<file path="src/rtl/alu_pkg.sv">
// Shared ALU operation codes for the accumulator datapath.
package alu_pkg;

  localparam logic [2:0] AluAdd  = 3'b000;
  localparam logic [2:0] AluSub  = 3'b001;
  localparam logic [2:0] AluAnd  = 3'b010;
  localparam logic [2:0] AluOr   = 3'b011;
  localparam logic [2:0] AluXor  = 3'b100;
  localparam logic [2:0] AluPass = 3'b101;
  localparam logic [2:0] AluNop  = 3'b111;

endpackage

</file>
<file path="src/rtl/useq_pkg.sv">
// Microsequencer word layout, sequencing ops, NOP control values and FSM states.
package useq_pkg;

  // ALU codes come from the shared datapath package
  localparam logic [2:0] AluAdd  = alu_pkg::AluAdd;
  localparam logic [2:0] AluSub  = alu_pkg::AluSub;
  localparam logic [2:0] AluAnd  = alu_pkg::AluAnd;
  localparam logic [2:0] AluOr   = alu_pkg::AluOr;
  localparam logic [2:0] AluXor  = alu_pkg::AluXor;
  localparam logic [2:0] AluPass = alu_pkg::AluPass;
  localparam logic [2:0] AluNop  = alu_pkg::AluNop;

  localparam int unsigned WordW      = 19;
  localparam int unsigned RegAddrMsb = 18;
  localparam int unsigned RegAddrLsb = 15;
  localparam int unsigned AluMsb     = 14;
  localparam int unsigned AluLsb     = 12;
  localparam int unsigned RegCeBit   = 11;
  localparam int unsigned CyCeBit    = 10;
  localparam int unsigned ACeBit     = 9;
  localparam int unsigned ResetCyBit = 8;
  localparam int unsigned SeqMsb     = 7;
  localparam int unsigned SeqLsb     = 5;
  localparam int unsigned TgtMsb     = 4;
  localparam int unsigned TgtLsb     = 0;
  localparam int unsigned TgtW       = TgtMsb - TgtLsb + 1;

  typedef enum logic [2:0] {
    SeqInc  = 3'b000,
    SeqJmp  = 3'b001,
    SeqJcy  = 3'b010,
    SeqJncy = 3'b011,
    SeqLdlc = 3'b100,
    SeqLoop = 3'b101,
    SeqHalt = 3'b110,
    SeqRsvd = 3'b111
  } seq_op_e;

  localparam logic [3:0] NopRegAddr = 4'b1111;
  localparam logic [2:0] NopAluCode = AluNop;

  typedef enum logic [1:0] {
    StIdle = 2'b00,
    StRun  = 2'b01,
    StDone = 2'b10
  } state_e;

  typedef struct packed {
    logic [3:0] reg_addr;
    logic [2:0] alu_code;
    logic       reg_ce;
    logic       cy_ce;
    logic       a_ce;
    logic       reset_cy;
  } ctrl_t;

endpackage

</file>
<file path="src/rtl/useq_decode.sv">
// Splits a microcode word into datapath controls and SEQ/TGT; forces NOP outside RUN
// and suppresses enables on non-advancing cycles.
module useq_decode import useq_pkg::*; (
  input  logic [WordW-1:0] word_i,
  input  logic             run_i,
  input  logic             step_i,
  output ctrl_t            ctrl_o,
  output seq_op_e          seq_op_o,
  output logic [TgtW-1:0]  tgt_o
);

  always_comb begin
    ctrl_o.reg_addr = NopRegAddr;
    ctrl_o.alu_code = NopAluCode;
    ctrl_o.reg_ce   = 1'b0;
    ctrl_o.cy_ce    = 1'b0;
    ctrl_o.a_ce     = 1'b0;
    ctrl_o.reset_cy = 1'b0;
    if (run_i) begin
      ctrl_o.reg_addr = word_i[RegAddrMsb:RegAddrLsb];
      ctrl_o.alu_code = word_i[AluMsb:AluLsb];
      // Selects stay visible while stalled; only the enables are gated
      if (step_i) begin
        ctrl_o.reg_ce   = word_i[RegCeBit];
        ctrl_o.cy_ce    = word_i[CyCeBit];
        ctrl_o.a_ce     = word_i[ACeBit];
        ctrl_o.reset_cy = word_i[ResetCyBit];
      end
    end
  end

  assign seq_op_o = seq_op_e'(word_i[SeqMsb:SeqLsb]);
  assign tgt_o    = word_i[TgtMsb:TgtLsb];

endmodule

</file>
<file path="src/rtl/micro_sequencer.sv">
// Start/done microsequencer with carry jumps, loop counter and HALT.
// Define USEQ_SINGLE_STEP_EN to add the 'step' input for single-stepping in RUN.
module micro_sequencer import useq_pkg::*; #(
  parameter int unsigned    AW         = 5,
  parameter int unsigned    LCW        = 4,
  parameter logic [AW-1:0]  START_ADDR = '0
) (
  input  logic             clk,
  input  logic             Reset,
  input  logic             start,
`ifdef USEQ_SINGLE_STEP_EN
  input  logic             step,
`endif
  output logic [AW-1:0]    ucode_addr,
  input  logic [WordW-1:0] ucode_data,
  input  logic             cy,
  output logic [3:0]       RegAddr,
  output logic [2:0]       ALUCode,
  output logic             Reg_CE,
  output logic             CY_CE,
  output logic             A_CE,
  output logic             ResetCY,
  output logic             busy,
  output logic             done
);

  state_e          state_q, state_d;
  logic [AW-1:0]   upc_q, upc_d;
  logic [LCW-1:0]  lc_q, lc_d;
  logic            step_en;
  ctrl_t           ctrl;
  seq_op_e         seq_op;
  logic [TgtW-1:0] tgt;
  logic [AW-1:0]   tgt_addr;
  logic [AW-1:0]   upc_inc;

`ifdef USEQ_SINGLE_STEP_EN
  assign step_en = step;
`else
  assign step_en = 1'b1;
`endif

  assign busy     = (state_q == StRun);
  assign done     = (state_q == StDone);
  assign tgt_addr = AW'(tgt);
  assign upc_inc  = upc_q + AW'(1);

  useq_decode u_decode (
    .word_i   (ucode_data),
    .run_i    (busy),
    .step_i   (step_en),
    .ctrl_o   (ctrl),
    .seq_op_o (seq_op),
    .tgt_o    (tgt)
  );

  always_comb begin
    state_d = state_q;
    upc_d   = upc_q;
    lc_d    = lc_q;
    unique case (state_q)
      StIdle: begin
        upc_d = START_ADDR;
        if (start) state_d = StRun;
      end
      StRun: begin
        if (step_en) begin
          upc_d = upc_inc;
          case (seq_op)
            SeqJmp:  upc_d = tgt_addr;
            SeqJcy:  if (cy) upc_d = tgt_addr;
            SeqJncy: if (!cy) upc_d = tgt_addr;
            SeqLdlc: lc_d = LCW'(tgt);
            SeqLoop: begin
              if (lc_q != '0) begin
                lc_d  = lc_q - LCW'(1);
                upc_d = tgt_addr;
              end
            end
            SeqHalt: begin
              upc_d   = START_ADDR;
              state_d = StDone;
            end
            default: ;
          endcase
        end
      end
      StDone: begin
        upc_d   = START_ADDR;
        state_d = StIdle;
      end
      default: begin
        upc_d   = START_ADDR;
        state_d = StIdle;
      end
    endcase
  end

  always_ff @(posedge clk) begin
    if (Reset) begin
      state_q <= StIdle;
      upc_q   <= START_ADDR;
      lc_q    <= '0;
    end else begin
      state_q <= state_d;
      upc_q   <= upc_d;
      lc_q    <= lc_d;
    end
  end

  assign ucode_addr = upc_q;
  assign RegAddr    = ctrl.reg_addr;
  assign ALUCode    = ctrl.alu_code;
  assign Reg_CE     = ctrl.reg_ce;
  assign CY_CE      = ctrl.cy_ce;
  assign A_CE       = ctrl.a_ce;
  assign ResetCY    = ctrl.reset_cy;

endmodule

</file>
<file path="config.mk">
export PLATFORM = sky130hd
export DESIGN_NAME = micro_sequencer
export DESIGN_NICKNAME = d
export VERILOG_FILES = /design/src/rtl/alu_pkg.sv /design/src/rtl/useq_pkg.sv /design/src/rtl/useq_decode.sv /design/src/rtl/micro_sequencer.sv
export SDC_FILE = /design/constraint.sdc
export NUM_CORES = 1
export LEC_CHECK = 0
export CAP_MARGIN = 20
export CORE_ASPECT_RATIO = 1.1
export CORE_MARGIN = 4
export CORE_UTILIZATION = 40
export CTS_CLUSTER_DIAMETER = 80
export DETAILED_ROUTE_END_ITERATION = 10
export HOLD_SLACK_MARGIN = 0.1
export PLACE_DENSITY = 0.79
export SLEW_MARGIN = 20
export SYNTH_ARGS = -nofsm -noshare
export SYNTH_HDL_FRONTEND = slang
export SYNTH_SLANG_ARGS = --single-unit
</file>
<file path="constraint.sdc">
create_clock -name clk -period 4.4 [get_ports clk]
set_input_delay 0.88 -clock clk [delete_from_list [all_inputs] [get_ports clk]]
set_output_delay 0.88 -clock clk [all_outputs]
set_load 0.1 [all_outputs]
</file>
==> out/metrics.yaml, run 1 <==
detailedRoute.firstIterationViolations: 5
synth_sequential_area_ratio_pct: 30.1
syn_avg_cell_area_um2: 9.37
synth_area_um2: 731
synthDistinctLibCells: 35
n_antenna_cell: 0
setup.worst_path.end_class: "output pin"
post-dp-hpwl_um: 1610
tritoncts.num_buffers: 3
cts_htree_levels: 1
setup_tns_ns: 0
worst_path_largest_cell_delay_ns: 1.27
detail_route.wl_per_cell_um: 13.7
slew_headroom_pct: 35.3
critical_path.max_fanout: 13
io_pins: 41
outcome: "finished clean"
pin_count_of_the_biggest_net_entering_global_routing: 14
antenna_left: 0
start_util_pct: 44.2
synth-compound-area-share_pct: 22.6
fmax_ghz: 0.292
static-leakage-power_nw: 0.426
asyncSetResetFlopFracSynth_pct: 0
period_needed_ns: 3.42
input_output_buffers: 40
gpl.final_weighted_congestion: 0.757
max-cap-violations: 0
die_y_um: 52.8
synth_mux_area_share_pct: 2.74
irDropWorstVdd_mv: 0.150
timing.final.max_slew_violations: 0
design.core.area_mm2: 0.00165
slew_worst_pin_ns: 0.967
route.final.wire_length_um: 1890
layout-drive-gt1-share_pct: 19.8
clk-insertion-delay-late_ns: 0.26
hold_buffers: 0
synth_edf_count: 0
setup-violations-final: 0
synth_simple_gate_area_share_pct: 34.4
clk_path_buf_depth: 2
grt_use_total_pct: 15.0
clock_sinks: 11
crit_path_start_kind: "register"
drc: 0
drt_pass1_iterations: 2
ys_ff_latch: 11
fin_worst_skew_ns: 0.00156
worstHoldPathType: "register to register"
cts_tree: "done"
cts.clk_slew.worst_paths_ns: 0.07
grt_pass1_vias: 666
timing.critical_path.buf_inv: 1
timing.critical_path.cells: "nor2b_1, clkdlybuf4s50_1"
min_period_over_period_pct: 77.8
die_w_um: 48.8
overall_power_of_the_completed_layout_uw: 299
syn_nets: 103
grt_antenna_before_repair: 0
clock-root-buffer: "clkbuf_4"
synthesized_netlist_cell_count: 78
number_of_resized_instances_in_the_post_cts_repair_step: 0
vias_per_cell: 5.25
rsz0062_at_grt: "false"
first_pass_grt_wire_length_um: 3020
floorplan.rows: 15
yosys.area_share.adder_pct: 3.42
grt.overflow.total: 0
combinational_family_with_the_most_area_after_synthesis: "simple AND/OR/NAND/NOR gates"
dr_total_vias: 724
critPathKind: "register to output pin"
power-per-cell-area_mw_per_mm2: 261
crit_required_ns: 3.52
layout.nets: 147
synthXorXnorAreaFrac_pct: 3.60
timing_hold_violations_final: 0
critPathArrivalTime_ns: 2.54
synth_top_flop_cell: "dfxtp_1"
cpMaxStageDelayCell: "clkdlybuf4s50_1"
fill_cells: 130
final_cell_mix: "29 x clkdlybuf4s50_1, 11 x dfxtp_1, 11 x buf_4"
cts_post_setup_buffers_inserted: 0
final_common_cell: "clkdlybuf4s50_1"
yosysWarningCount: 0
design.die.area_mm2: 0.00258
cpLargestDelayFamily: "buffers and inverters"
area.growth.synth_to_final_pct: 57.0
==> layout make-up <==
class                      count  area (um2)  area share (%)
sequential                    11         220            19.2
tap                           17        21.3            1.85
timing repair buffer          40         373            32.5
inverter                       5        18.8            1.64
multi-input combinational     61         488            42.5
clock buffer                   4        26.3            2.29
==> logic make-up after synthesis <==
| kind of cell | after synthesis |
|---|---|
| multiplexers | 2 |
| XOR/XNOR | 3 |
| buffers and inverters | 6 |
| AND/OR/NAND/NOR | 35 |
| AO/OA/AOI/OAI | 19 |
| adder cells (fa/ha/maj) | 2 |
| flip-flops | 11 |
==> registers in the layout (all words and copies together) (netlist names) <==
signal / count
lc_q: 4
ucode_addr: 5
state_q: 2
==> metal layers <==
metal | global-route usage (%) | routed length (um) | vias to the layer above
met5 | 0 | 0 | -
met4 | 3.59 | 0 | 0
met3 | 6.27 | 94 | 0
met2 | 25.7 | 1010 | 15
met1 | 17.3 | 780 | 340
li1 | - | - | 369
==> report_power, final <==
| part | total [mW] | internal [mW] | switching [mW] |
|---|---|---|---|
| combinational | 0.125 | 0.0423 | 0.0826 |
| sequential | 0.106 | 0.103 | 0.00303 |
| clock | 0.0681 | 0.0351 | 0.0330 |
==> worst paths after layout <==
| check | start | endpoint | slack [ns] | depth (start not counted) |
|---|---|---|---|---|
| worst min register to register | state_q[1] | state_q[0] | 0.47 | 1 |
| worst min-delay path | state_q[1] | state_q[0] | 0.47 | 1 |
| worst max register to register | state_q[0] | ucode_addr[0] | 2.58 | 4 |
| worst max-delay path | state_q[0] | busy | 0.98 | 2 |
==> through the flow <==
stage	utilization (%)	hold WS, ns	cell area [um2]	cells	setup slack, ns
finish	69.5	0.474	1150	138	0.979
global route	69.5	0.525	1150	138	0.769
CTS	69.5	0.481	1150	138	0.954
detailed placement	67.9	0.480	1120	134	1.26
global placement	67.9	0.439	1120	134	1.33
floorplan	-	0.427	731	78	0.990
==> synthesized netlist by cell type (all sizes together), types with 3 or more instances <==
library cell	instances	area, um2
a211oi	4	30.0
a21oi	3	18.8
and2	5	31.3
dfxtp	11	220
inv	5	18.8
nand2b	10	62.6
nor3	3	15.0
o2bb2ai	4	35.0
(Power assumes the default switching activity.)
==> run 2, diff against run 1 <==
--- a/config.mk
+++ b/config.mk
@@ -8,11 +8,11 @@
 export CAP_MARGIN = 20
 export CORE_ASPECT_RATIO = 1.1
 export CORE_MARGIN = 4
-export CORE_UTILIZATION = 40
+export CORE_UTILIZATION = 34
 export CTS_CLUSTER_DIAMETER = 80
 export DETAILED_ROUTE_END_ITERATION = 10
 export HOLD_SLACK_MARGIN = 0.1
-export PLACE_DENSITY = 0.79
+export PLACE_DENSITY = 0.71
 export SLEW_MARGIN = 20
 export SYNTH_ARGS = -nofsm -noshare
 export SYNTH_HDL_FRONTEND = slang
==> constraint.sdc (replaced) <==
create_clock -name clk -period 3.1 [get_ports clk]
set_input_delay 0.62 -clock clk [delete_from_list [all_inputs] [get_ports clk]]
set_output_delay 0.62 -clock clk [all_outputs]
set_load 0.1 [all_outputs]
==> run 2 against run 1 <==
Via count down 5.2%; register-to-register slack lost 1.3 ns; global-route usage down 0.81 points; critical path depth is 1 higher; wire length grew 4.6%; highest routed layer is now met4; combinational power increased by 41%.
==> out/metrics.yaml, run 2 (synthesized netlist as in run 1, its figures left out) <==
outcome: "finished clean"  # unchanged
pin_count_of_the_biggest_net_entering_global_routing: 14  # unchanged
timing.reg2reg.setup_slack_ns: 1.31  # was 2.58 ns
clk-insertion-delay-late_ns: 0.27  # was 0.26 ns
instances_no_fill: 149  # was 138
detail_route.wl_per_cell_um: 13.2  # was 13.7 um
n_antenna_cell: 0  # unchanged
combPwrFrac_pct: 41.0  # was 41.8%
timing_hold_violations_final: 0  # unchanged
timing.final.max_slew_violations: 0  # unchanged
final_cell_mix: "22 x clkdlybuf4s50_1, 18 x buf_4, 11 x dfxtp_1"  # was 29 x clkdlybuf4s50_1, 11 x dfxtp_1, 11 x buf_4
final_common_cell: "clkdlybuf4s50_1"  # unchanged
gpl.final_weighted_congestion: 0.733  # was 0.757
critPathKind: "register to output pin"  # unchanged
grt.overflow.total: 0  # unchanged
slew_worst_pin_ns: 0.730  # was 0.967 ns
period_needed_ns: 2.39
critical_path.max_fanout: 13  # unchanged
timing.critical_path.buf_inv: 1  # unchanged
power-per-cell-area_mw_per_mm2: 376  # was 261 mW/mm2
cts_tree: "done"  # unchanged
drt_pass1_iterations: 4  # was 2
grt_pass1_vias: 651  # was 666
cts_post_setup_buffers_inserted: 0  # unchanged
rsz0062_at_grt: "false"  # unchanged
clk_path_buf_depth: 2  # unchanged
regToRegEndpoint: "ucode_addr[1]"  # was ucode_addr[0]
input_output_buffers: 40  # unchanged
clock-root-buffer: "clkbuf_4"  # unchanged
vias_per_cell: 4.60  # was 5.25
drc: 0  # unchanged
power_frac_seq_pct: 35.0  # was 35.4%
timing.critical_path.cells: "nor2b_1, and2_1, buf_4"  # was nor2b_1, clkdlybuf4s50_1
first_pass_grt_wire_length_um: 3150  # was 3020 um
hold_buffers: 0  # unchanged
fmax_ghz: 0.418
number_of_resized_instances_in_the_post_cts_repair_step: 0  # unchanged
whs_endpoint: "state_q[0]"  # unchanged
largest_register_ffs: 5  # unchanged
grt_antenna_before_repair: 0  # unchanged
placed_cells_incl_taps: 145  # was 134
critPathArrivalTime_ns: 1.77  # was 2.54 ns
design.core.area_mm2: 0.00202  # was 0.00165 mm2
cts_htree_levels: 1  # unchanged
rr_worst_depth: 4  # unchanged
io_pins: 41  # unchanged
worst_path_largest_cell_delay_ns: 0.62  # was 1.27 ns
slew_headroom_pct: 51.2  # was 35.3%
floorplan.rows: 17  # was 15
design.die.area_mm2: 0.00296  # was 0.00258 mm2
setup-violations-final: 0  # unchanged
power_report.internal_total_uw: 255  # was 180 uW
crit_required_ns: 2.48  # was 3.52 ns
route.final.wire_length_um: 1970  # was 1890 um
min_period_over_period_pct: 77.2
start_util_pct: 36.2  # was 44.2%
irDropWorstVdd_mv: 0.219  # was 0.150 mV
netSwitchingPower_uw: 175  # was 119 uW
clock_sinks: 11  # unchanged
layout.nets: 147  # unchanged
die_w_um: 52.2  # was 48.8 um
dr_total_vias: 686  # was 724
post-dp-hpwl_um: 1600  # was 1610 um
fin_worst_skew_ns: 0.00852  # was 0.00156 ns
die_y_um: 56.6  # was 52.8 um
launch_point_of_the_worst_hold_path: "state_q[1]"  # unchanged
setup.worst_path.end_class: "output pin"  # unchanged
antenna_left: 0  # unchanged
hold-path-cell-count: 1  # unchanged
grt_use_total_pct: 14.2  # was 15.0%
cpMaxStageDelayCell: "nor2b_1"  # was clkdlybuf4s50_1
r2r-start: "state_q[0]"  # unchanged
max-cap-violations: 0  # unchanged
cpLargestDelayFamily: "simple AND/OR/NAND/NOR gates"  # was buffers and inverters
static-leakage-power_nw: 0.440  # was 0.426 nW
setup_tns_ns: 0  # unchanged
layout-drive-gt1-share_pct: 25.6  # was 19.8%
cts.clk_slew.worst_paths_ns: 0.07  # about the same
switching_share_pct: 40.7  # was 39.7%
clock_group_share_of_total_power_pct: 24.0  # was 22.8%
crit_path_start_kind: "register"  # unchanged
area.growth.synth_to_final_pct: 56.5  # was 57.0%
detailedRoute.firstIterationViolations: 7  # was 5
worstHoldPathType: "register to register"  # unchanged
tritoncts.num_buffers: 3  # unchanged
run 2: cell count changes in the layout (fill, tap and decap cells not counted), sizes merged:
| cell | delta |
|---|---|
| clkdlybuf4s50 | -7 |
| buf | +7 |
run 2: metrics by stage:
step	hold WS, ns	setup slack [ns]	utilization [%]	area, um2	total power [mW]
2_1_floorplan	0.427	0.488	-	732	0.275
3_3_place_gp	0.458	0.982	55.3	1120	0.329
3_5_place_dp	0.462	0.941	55.3	1120	0.330
4_1_cts	0.473	0.683	56.6	1140	0.432
5_1_grt	0.486	0.508	56.6	1140	0.450
6_report	0.473	0.707	56.6	1140	0.430
run 2: final cells by class:
class | count | area, um2
fillers | 184 | 877
multi-input cells | 61 | 488
repair buffers | 40 | 355
flip-flops and latches | 11 | 220
well taps | 28 | 35.0
clock buffers | 4 | 26.3
inverters | 5 | 18.8
run 2: worst register-to-register path: cells and delay by family, from the launching register on:
family	cells	cell delay [ns]
AND/OR/NAND/NOR	3	1.17
AO/OA/AOI/OAI	1	0.21
flip-flops	1	0.38
run 2: per-layer routing:
layer | up-vias | GRT usage [%] | part of all wire [%]
li1 | 364 | - | -
met2 | 11 | 23.2 | 51
met5 | - | 0 | 0
met1 | 309 | 18.3 | 46
met4 | 0 | 6.57 | 1.1
met3 | 2 | 1.59 | 2.5
run 2: worst max path at each step:
stage | start | to | slack [ns] | cells after the start
after CTS | state_q[0] | CY_CE | 0.68 | 3
after detailed placement | ucode_data[6] | lc_q[3] | 0.94 | 5
final | state_q[0] | A_CE | 0.71 | 3
after floorplan | state_q[0] | A_CE | 0.49 | 3
after global routing | state_q[0] | CY_CE | 0.51 | 3
after global placement | ucode_data[5] | ucode_addr[1] | 0.98 | 4
run 2: power groups by stage:
stage                     clock [mW]  sequential [mW]  combinational [mW]
after floorplan                    0            0.168               0.107
after global placement             0            0.154               0.175
after detailed placement           0            0.154               0.177
after CTS                      0.104            0.150               0.177
after global routing           0.114            0.151               0.185
final                          0.103            0.150               0.176
